<file path="src/rtl/lsu_stage.sv">
// lsu_stage: memory-access stage between execute and writeback.
//
// Takes one instruction per handshake from execute. Loads and stores run a
// single outstanding transaction on the data-memory request/response port.
// Everything else passes straight to a registered writeback packet.
//
// Ports:
//   clock, reset                     clock; asynchronous active-low reset
//   valid_last/ready_last            input handshake from execute
//   ex_result, rs2_value, funct3,
//   mem_wen, mem_ren, rd, R_wen,
//   csr_wen                          instruction fields
//   dmem_req_*                       memory request (word address, strobes)
//   dmem_resp_*                      memory response (one pulse per request)
//   valid_next/ready_next            output handshake to writeback
//   wb_*                             registered writeback packet
//
// Optional feature macro: LSU_PERF_COUNT_EN. When it is defined, the ports
// load_count, store_count and stall_count (32-bit, wrapping) are added.
module lsu_stage #(
  parameter int XLEN    = 32,
  parameter int TIMEOUT = 255
) (
  input  logic            clock,
  input  logic            reset,
  input  logic            valid_last,
  output logic            ready_last,
  input  logic [XLEN-1:0] ex_result,
  input  logic [XLEN-1:0] rs2_value,
  input  logic [2:0]      funct3,
  input  logic            mem_wen,
  input  logic            mem_ren,
  input  logic [4:0]      rd,
  input  logic            R_wen,
  input  logic [3:0]      csr_wen,
  output logic            dmem_req_valid,
  input  logic            dmem_req_ready,
  output logic [XLEN-1:0] dmem_req_addr,
  output logic            dmem_req_wen,
  output logic [XLEN-1:0] dmem_req_wdata,
  output logic [3:0]      dmem_req_wstrb,
  input  logic            dmem_resp_valid,
  input  logic [XLEN-1:0] dmem_resp_rdata,
  input  logic            dmem_resp_err,
  output logic            valid_next,
  input  logic            ready_next,
  output logic [4:0]      wb_rd,
  output logic            wb_R_wen,
  output logic [3:0]      wb_csr_wen,
  output logic [XLEN-1:0] wb_data,
  output logic            wb_misalign,
  output logic            wb_fault
`ifdef LSU_PERF_COUNT_EN
  ,
  output logic [31:0]     load_count,
  output logic [31:0]     store_count,
  output logic [31:0]     stall_count
`endif
);

  typedef enum logic [1:0] {IDLE = 2'd0, REQ = 2'd1, WAIT = 2'd2, HOLD = 2'd3} state_e;

  // Last WAIT-cycle count value; reaching it without a response forces a fault.
  localparam logic [31:0] TO_LIM = 32'(TIMEOUT) - 32'd1;

  // Load formatting: pick byte/half by lane, then sign- or zero-extend.
  function automatic logic [31:0] load_fmt(input logic [2:0] f3, input logic [1:0] lane,
                                           input logic [31:0] rdata);
    logic [7:0]  b;
    logic [15:0] h;
    case (lane)
      2'd0:    b = rdata[7:0];
      2'd1:    b = rdata[15:8];
      2'd2:    b = rdata[23:16];
      default: b = rdata[31:24];
    endcase
    h = lane[1] ? rdata[31:16] : rdata[15:0];
    case (f3)
      3'b000:  load_fmt = {{24{b[7]}}, b};
      3'b001:  load_fmt = {{16{h[15]}}, h};
      3'b100:  load_fmt = {24'd0, b};
      3'b101:  load_fmt = {16'd0, h};
      default: load_fmt = rdata;
    endcase
  endfunction

  // Size comes from funct3[1:0]: 00 byte, 01 half, anything else word.
  function automatic logic is_misaligned(input logic [2:0] f3, input logic [1:0] lane);
    case (f3[1:0])
      2'b00:   is_misaligned = 1'b0;
      2'b01:   is_misaligned = lane[0];
      default: is_misaligned = (lane != 2'd0);
    endcase
  endfunction

  function automatic logic [3:0] st_strb(input logic [2:0] f3, input logic [1:0] lane);
    case (f3[1:0])
      2'b00:   st_strb = 4'b0001 << lane;
      2'b01:   st_strb = 4'b0011 << lane;
      default: st_strb = 4'b1111;
    endcase
  endfunction

  function automatic logic [31:0] st_wdata(input logic [2:0] f3, input logic [31:0] d);
    case (f3[1:0])
      2'b00:   st_wdata = {4{d[7:0]}};
      2'b01:   st_wdata = {2{d[15:0]}};
      default: st_wdata = d;
    endcase
  endfunction

  state_e      state_q, state_d;
  logic [1:0]  lane_q, lane_d;
  logic [2:0]  funct3_q, funct3_d;
  logic        is_store_q, is_store_d;
  logic        rwen_q, rwen_d;
  logic [31:0] cnt_q, cnt_d;
  logic        req_valid_q, req_valid_d;
  logic [31:0] req_addr_q, req_addr_d;
  logic        req_wen_q, req_wen_d;
  logic [31:0] req_wdata_q, req_wdata_d;
  logic [3:0]  req_wstrb_q, req_wstrb_d;
  logic        valid_q, valid_d;
  logic [4:0]  wb_rd_q, wb_rd_d;
  logic        wb_rwen_q, wb_rwen_d;
  logic [3:0]  wb_csr_q, wb_csr_d;
  logic [31:0] wb_data_q, wb_data_d;
  logic        wb_mis_q, wb_mis_d;
  logic        wb_fault_q, wb_fault_d;

  logic ready_raw, accept, in_mem, in_mis;

  assign ready_raw = (state_q == IDLE) || ((state_q == HOLD) && ready_next);
  // Gated with reset so every output reads 0 while reset is asserted.
  assign ready_last = reset && ready_raw;
  assign accept = valid_last && ready_raw;
  assign in_mem = mem_wen || mem_ren;
  assign in_mis = in_mem && is_misaligned(funct3, ex_result[1:0]);

  always_comb begin
    state_d     = state_q;
    lane_d      = lane_q;
    funct3_d    = funct3_q;
    is_store_d  = is_store_q;
    rwen_d      = rwen_q;
    cnt_d       = cnt_q;
    req_valid_d = req_valid_q;
    req_addr_d  = req_addr_q;
    req_wen_d   = req_wen_q;
    req_wdata_d = req_wdata_q;
    req_wstrb_d = req_wstrb_q;
    valid_d     = valid_q;
    wb_rd_d     = wb_rd_q;
    wb_rwen_d   = wb_rwen_q;
    wb_csr_d    = wb_csr_q;
    wb_data_d   = wb_data_q;
    wb_mis_d    = wb_mis_q;
    wb_fault_d  = wb_fault_q;

    case (state_q)
      REQ: begin
        if (dmem_req_ready) begin
          req_valid_d = 1'b0;
          state_d     = WAIT;
          cnt_d       = 32'd0;
        end else begin
          state_d = REQ;
        end
      end
      WAIT: begin
        if (dmem_resp_valid) begin
          state_d    = HOLD;
          valid_d    = 1'b1;
          wb_fault_d = dmem_resp_err;
          if (is_store_q) begin
            wb_data_d = 32'd0;
            wb_rwen_d = 1'b0;
          end else begin
            wb_data_d = load_fmt(funct3_q, lane_q, dmem_resp_rdata);
            wb_rwen_d = rwen_q && !dmem_resp_err;
          end
        end else if ((TIMEOUT != 0) && (cnt_q == TO_LIM)) begin
          state_d    = HOLD;
          valid_d    = 1'b1;
          wb_fault_d = 1'b1;
          wb_rwen_d  = 1'b0;
          wb_data_d  = 32'd0;
        end else begin
          cnt_d = cnt_q + 32'd1;
        end
      end
      HOLD: begin
        if (ready_next) begin
          valid_d = 1'b0;
          state_d = IDLE;
        end else begin
          state_d = HOLD;
        end
      end
      default: state_d = IDLE;
    endcase

    // A new instruction (from IDLE or a releasing HOLD) overrides the above.
    if (accept) begin
      lane_d     = ex_result[1:0];
      funct3_d   = funct3;
      is_store_d = mem_wen;
      rwen_d     = R_wen;
      wb_rd_d    = rd;
      wb_csr_d   = csr_wen;
      wb_fault_d = 1'b0;
      wb_mis_d   = in_mis;
      if (!in_mem || in_mis) begin
        state_d   = HOLD;
        valid_d   = 1'b1;
        wb_data_d = ex_result;
        wb_rwen_d = R_wen && !in_mis;
      end else begin
        state_d     = REQ;
        valid_d     = 1'b0;
        wb_data_d   = 32'd0;
        wb_rwen_d   = 1'b0;
        req_valid_d = 1'b1;
        req_addr_d  = {ex_result[31:2], 2'b00};
        req_wen_d   = mem_wen;
        req_wdata_d = mem_wen ? st_wdata(funct3, rs2_value) : 32'd0;
        req_wstrb_d = mem_wen ? st_strb(funct3, ex_result[1:0]) : 4'd0;
      end
    end else begin
      lane_d = lane_d;
    end
  end

  always_ff @(posedge clock or negedge reset) begin
    if (!reset) begin
      state_q     <= IDLE;
      lane_q      <= 2'd0;
      funct3_q    <= 3'd0;
      is_store_q  <= 1'b0;
      rwen_q      <= 1'b0;
      cnt_q       <= 32'd0;
      req_valid_q <= 1'b0;
      req_addr_q  <= 32'd0;
      req_wen_q   <= 1'b0;
      req_wdata_q <= 32'd0;
      req_wstrb_q <= 4'd0;
      valid_q     <= 1'b0;
      wb_rd_q     <= 5'd0;
      wb_rwen_q   <= 1'b0;
      wb_csr_q    <= 4'd0;
      wb_data_q   <= 32'd0;
      wb_mis_q    <= 1'b0;
      wb_fault_q  <= 1'b0;
    end else begin
      state_q     <= state_d;
      lane_q      <= lane_d;
      funct3_q    <= funct3_d;
      is_store_q  <= is_store_d;
      rwen_q      <= rwen_d;
      cnt_q       <= cnt_d;
      req_valid_q <= req_valid_d;
      req_addr_q  <= req_addr_d;
      req_wen_q   <= req_wen_d;
      req_wdata_q <= req_wdata_d;
      req_wstrb_q <= req_wstrb_d;
      valid_q     <= valid_d;
      wb_rd_q     <= wb_rd_d;
      wb_rwen_q   <= wb_rwen_d;
      wb_csr_q    <= wb_csr_d;
      wb_data_q   <= wb_data_d;
      wb_mis_q    <= wb_mis_d;
      wb_fault_q  <= wb_fault_d;
    end
  end

  assign dmem_req_valid = req_valid_q;
  assign dmem_req_addr  = req_addr_q;
  assign dmem_req_wen   = req_wen_q;
  assign dmem_req_wdata = req_wdata_q;
  assign dmem_req_wstrb = req_wstrb_q;
  assign valid_next     = valid_q;
  assign wb_rd          = wb_rd_q;
  assign wb_R_wen       = wb_rwen_q;
  assign wb_csr_wen     = wb_csr_q;
  assign wb_data        = wb_data_q;
  assign wb_misalign    = wb_mis_q;
  assign wb_fault       = wb_fault_q;

`ifdef LSU_PERF_COUNT_EN
  logic [31:0] load_cnt_q, store_cnt_q, stall_cnt_q;
  logic        done_s;

  // A memory op completes when its response arrives in WAIT.
  assign done_s = (state_q == WAIT) && dmem_resp_valid;

  always_ff @(posedge clock or negedge reset) begin
    if (!reset) begin
      load_cnt_q  <= 32'd0;
      store_cnt_q <= 32'd0;
      stall_cnt_q <= 32'd0;
    end else begin
      if (done_s && !is_store_q) load_cnt_q <= load_cnt_q + 32'd1;
      if (done_s && is_store_q)  store_cnt_q <= store_cnt_q + 32'd1;
      if ((state_q == REQ) || (state_q == WAIT)) stall_cnt_q <= stall_cnt_q + 32'd1;
    end
  end

  assign load_count  = load_cnt_q;
  assign store_count = store_cnt_q;
  assign stall_count = stall_cnt_q;
`endif

endmodule

</file>
<file path="config.mk">
export PLATFORM = sky130hd
export DESIGN_NAME = lsu_stage
export DESIGN_NICKNAME = d
export VERILOG_FILES = /design/src/rtl/lsu_stage.sv
export SDC_FILE = /design/constraint.sdc
export NUM_CORES = 1
export LEC_CHECK = 0
export BUFFER_PORTS_ARGS = -buffer_cell sky130_fd_sc_hd__buf_2
export CAP_MARGIN = 20
export CELL_PAD_IN_SITES_DETAIL_PLACEMENT = 2
export CELL_PAD_IN_SITES_GLOBAL_PLACEMENT = 2
export CORE_MARGIN = 2
export CORE_UTILIZATION = 31
export CTS_CLUSTER_SIZE = 28
export DETAILED_ROUTE_END_ITERATION = 10
export PLACE_DENSITY_LB_ADDON = 0.3
export SETUP_SLACK_MARGIN = 0.1
export SYNTH_ARGS = -nofsm -noshare
export SYNTH_HDL_FRONTEND = slang
export SYNTH_SLANG_ARGS = --single-unit
</file>
<file path="constraint.sdc">
create_clock -name clock -period 3 [get_ports clock]
set_clock_uncertainty 0.1 [all_clocks]
set_input_delay 0.15 -clock clock [delete_from_list [all_inputs] [get_ports clock]]
set_output_delay 0.15 -clock clock [all_outputs]
set_load 0.03 [all_outputs]
</file>
==> flow_summary.ini <==
[logic_synthesis]
seq_area_frac_synth_pct = 49.3
synth_flop_cell = dfrtp_1
synth-edff-count = 0
yosys.area.top_type = dfrtp_1
postSynthCellCount = 821
synth_top_cell_area_share_pct = 49.3
synthTopCellsByCount = nand2_1 (194), dfrtp_1 (154), nor2_1 (58)
async_reset_ff_share_pct = 100
synth_area_leaders = dfrtp_1 (49%), nand2_1 (9.3%), mux2_4 (4.2%)
synth-seq-cells = 154
ys_warn_count = 0
synth.avg_cell_area_um2 = 9.52
synth_area_um2 = 7820
yosysMostFrequentCell = nand2_1
post_synth_num_cell_types = 64

[placement]
place_ws_ps = 420
dp_hpwl_um = 20500
port-buffer-count = 231
gp_congestion = 0.797

[global_route]
antenna_found_initial = 6
grt_overflow = 0
grt_usage_pct = 24.4
grt_pass1_vias = 8613
grt_max_degree = 100
grt_pass1_wl_um = 50100

[routing]
routed_wl_um = 32100
drt_iter0_drc = 380
drtPass1Iterations = 4
wire_per_inst_um = 21.8
post_drt_via_cell_ratio = 5.21
drc_errors = 0
dr_total_vias = 7668
final_antenna_net_count = 0

[sta]
maxClockFrequency_mhz = 374
tightest_slew_ps = 911
layout_min_cycle_time_ps = 2670
finalHoldViolCount = 0
slew_headroom_pct = 39.2
setup_viol = 0
finalCritPeriodShare_pct = 89.2
rsz0062_at_grt = no
drv_slew = 0
setup_tns_ps = 0
setup_ws_ps = 325

[die]
start_util_pct = 31.3
die_h_um = 163
ioPinCount = 234
core-area_um2 = 25000
row_count = 58
dieArea_um2 = 26500
die_width_um = 163

[cts]
clk_pin_slew_ps = 80
cts_tree = yes
clockBufferDepth = 2
clk_latency_ps = 430
htreeDepth = 4
cts-root-buf = clkbuf_16
cts_buffers = 17
clock-sinks = 154

[critical_path]
crit_arrival_ps = 2880
cp_common_cell = nand2_1
end_kind = flop
critical_path_class = reg2reg
cp.depth = 5
required_ps = 3200
cp_cell_sequence = or3b_1 > nand2_1 > nand2_1 > or2_1 > o21ai_0
cp_top_family = simple AND/OR/NAND/NOR gates
max_stage_delay_ps = 590
worst_setup_path_start_kind = flop
crit_fanout = 27
crit_slowest_cell = or2_1
cp_num_buf_inv = 0
rr_worst_depth = 5

[min_path]
min_path_cells = 4
hold_class = in2reg

[status]
status = finished, final reports clean

[final_layout]
regArea_um2 = 3850
fin_nets = 1242
drive_gt1_share_pct = 29.9
area_growth_pct = 38.2
fill_cells = 2730
multi_input_area_um2 = 3640

[pwr]
p_leak_nw = 5.40
vdd_ir_drop_max_v = 0.000403
p_per_area_nw_per_um2 = 1010

[run]
drv_cap = 0
-- metrics by stage --
stage / power (mW) / utilization, % / area (um^2) / hold slack (ps) / cells
after floorplan: 6.75 / - / 7820 / -246 / 822
after global placement: 8.24 / 37.5 / 9360 / 82.9 / 1352
after detailed placement: 8.39 / 37.5 / 9360 / 76.0 / 1352
after CTS: 10.8 / 43.2 / 10800 / 7.63 / 1465
after global routing: 11.5 / 43.3 / 10800 / 49.5 / 1471
final: 10.9 / 43.3 / 10800 / 22.4 / 1472
-- worst paths after layout --
check,slack [ps],startpoint,endpoint
setup / recovery,330,state_q[0],dmem_req_wdata[30]
hold / removal,20,dmem_resp_rdata[29],wb_data[29]
setup reg to reg,330,state_q[0],dmem_req_wdata[30]
hold reg to reg,380,dmem_req_addr[6],dmem_req_addr[6]
max in group asynchronous,1670,reset,wb_data[5]
min in group asynchronous,190,reset,cnt_q[4]
-- power by group --
| part | leakage [nW] | total [mW] | switching (mW) | internal (mW) |
|---|---|---|---|---|
| combinational | 3.11 | 5.08 | 3.36 | 1.72 |
| sequential | 2.00 | 3.51 | 0.646 | 2.87 |
| clock | 0.298 | 2.28 | 1.06 | 1.22 |
| total | 5.40 | 10.9 | 5.07 | 5.81 |
-- kinds of logic (layout without fill, tap and decap cells) --
kind of cell    after synthesis  after routing  synth area share (%)
simple gates                348            348                  20.2
compound gates              157            157                  13.8
other cells                   1              9                0.0480
xor+xnor                     13             13                  1.46
flops                       154            154                  49.3
buf+inv                      77            390                  4.32
fa+ha+maj                     2              2                 0.320
mux                          69             69                  10.5
-- per-layer routing --
metal / track usage, % / part of all wire [%] / up-vias
met1: 30.1 / 42 / 3965
met2: 42.6 / 51 / 192
li1: - / - / 3462
met5: 0 / 0.041 / -
met3: 4.69 / 4.0 / 47
met4: 8.73 / 2.8 / 2
-- tightest hold or removal path, cell delays in order --
cell and delay, ps:
buf_2 90, nor2_1 40, o2bb2ai_1 100, mux2_2 130
-- sequential cells by signal, summed over array words and instances (netlist names) --
| register | count |
|---|---|
| wb_csr_wen | 4 |
| rwen_q | 1 |
| dmem_req_wdata | 32 |
| valid_next | 1 |
| wb_misalign | 1 |
| dmem_req_wen | 1 |
| cnt_q | 32 |
| funct3_q | 3 |
| wb_fault | 1 |
| wb_data | 32 |
| lane_q | 2 |
| dmem_req_valid | 1 |
| wb_rd | 5 |
| wb_R_wen | 1 |
| is_store_q | 1 |
| state_q | 2 |
| dmem_req_addr | 30 |
| dmem_req_wstrb | 4 |
-- layout make-up --
type                            instances  share of cell area, %
Antenna cell                            7                  0.162
Clock buffer                           18                   4.06
Clock inverter                         14                   1.62
Inverter                               27                  0.938
Multi-Input combinational cell        591                   33.7
Sequential cell                       154                   35.7
Tap cell                              330                   3.82
Timing Repair Buffer                  331                   20.0
-- layout by cell type (no fill, tap or decap), types with 7 or more instances in the layout --
cell	netlist	final
diode_2	0	7
clkbuf_16	0	17
a221oi_1	9	9
or3_1	8	7
nand3_1	10	10
nand2_1	194	194
or4_1	8	8
o2bb2ai_1	16	16
buf_4	3	15
nor2_1	58	58
nor4_1	10	10
a21o_1	7	7
dfrtp_1	154	154
mux2_2	15	15
dlygate4sd3_1	0	81
a22o_1	9	9
inv_1	26	26
buf_2	6	230
mux2_4	22	22
o21ai_0	48	48
a21oi_1	27	27
xnor2_1	13	13
nor3_1	18	16
mux2i_1	30	30
-- repair_timing --
action	CTS	global route
gates resized for setup	0	1
endpoints found under the hold margin	161	0
endpoints found under the setup margin	0	1
buffers inserted	0	0
hold buffers	81	0
(Power assumes the default switching activity.)
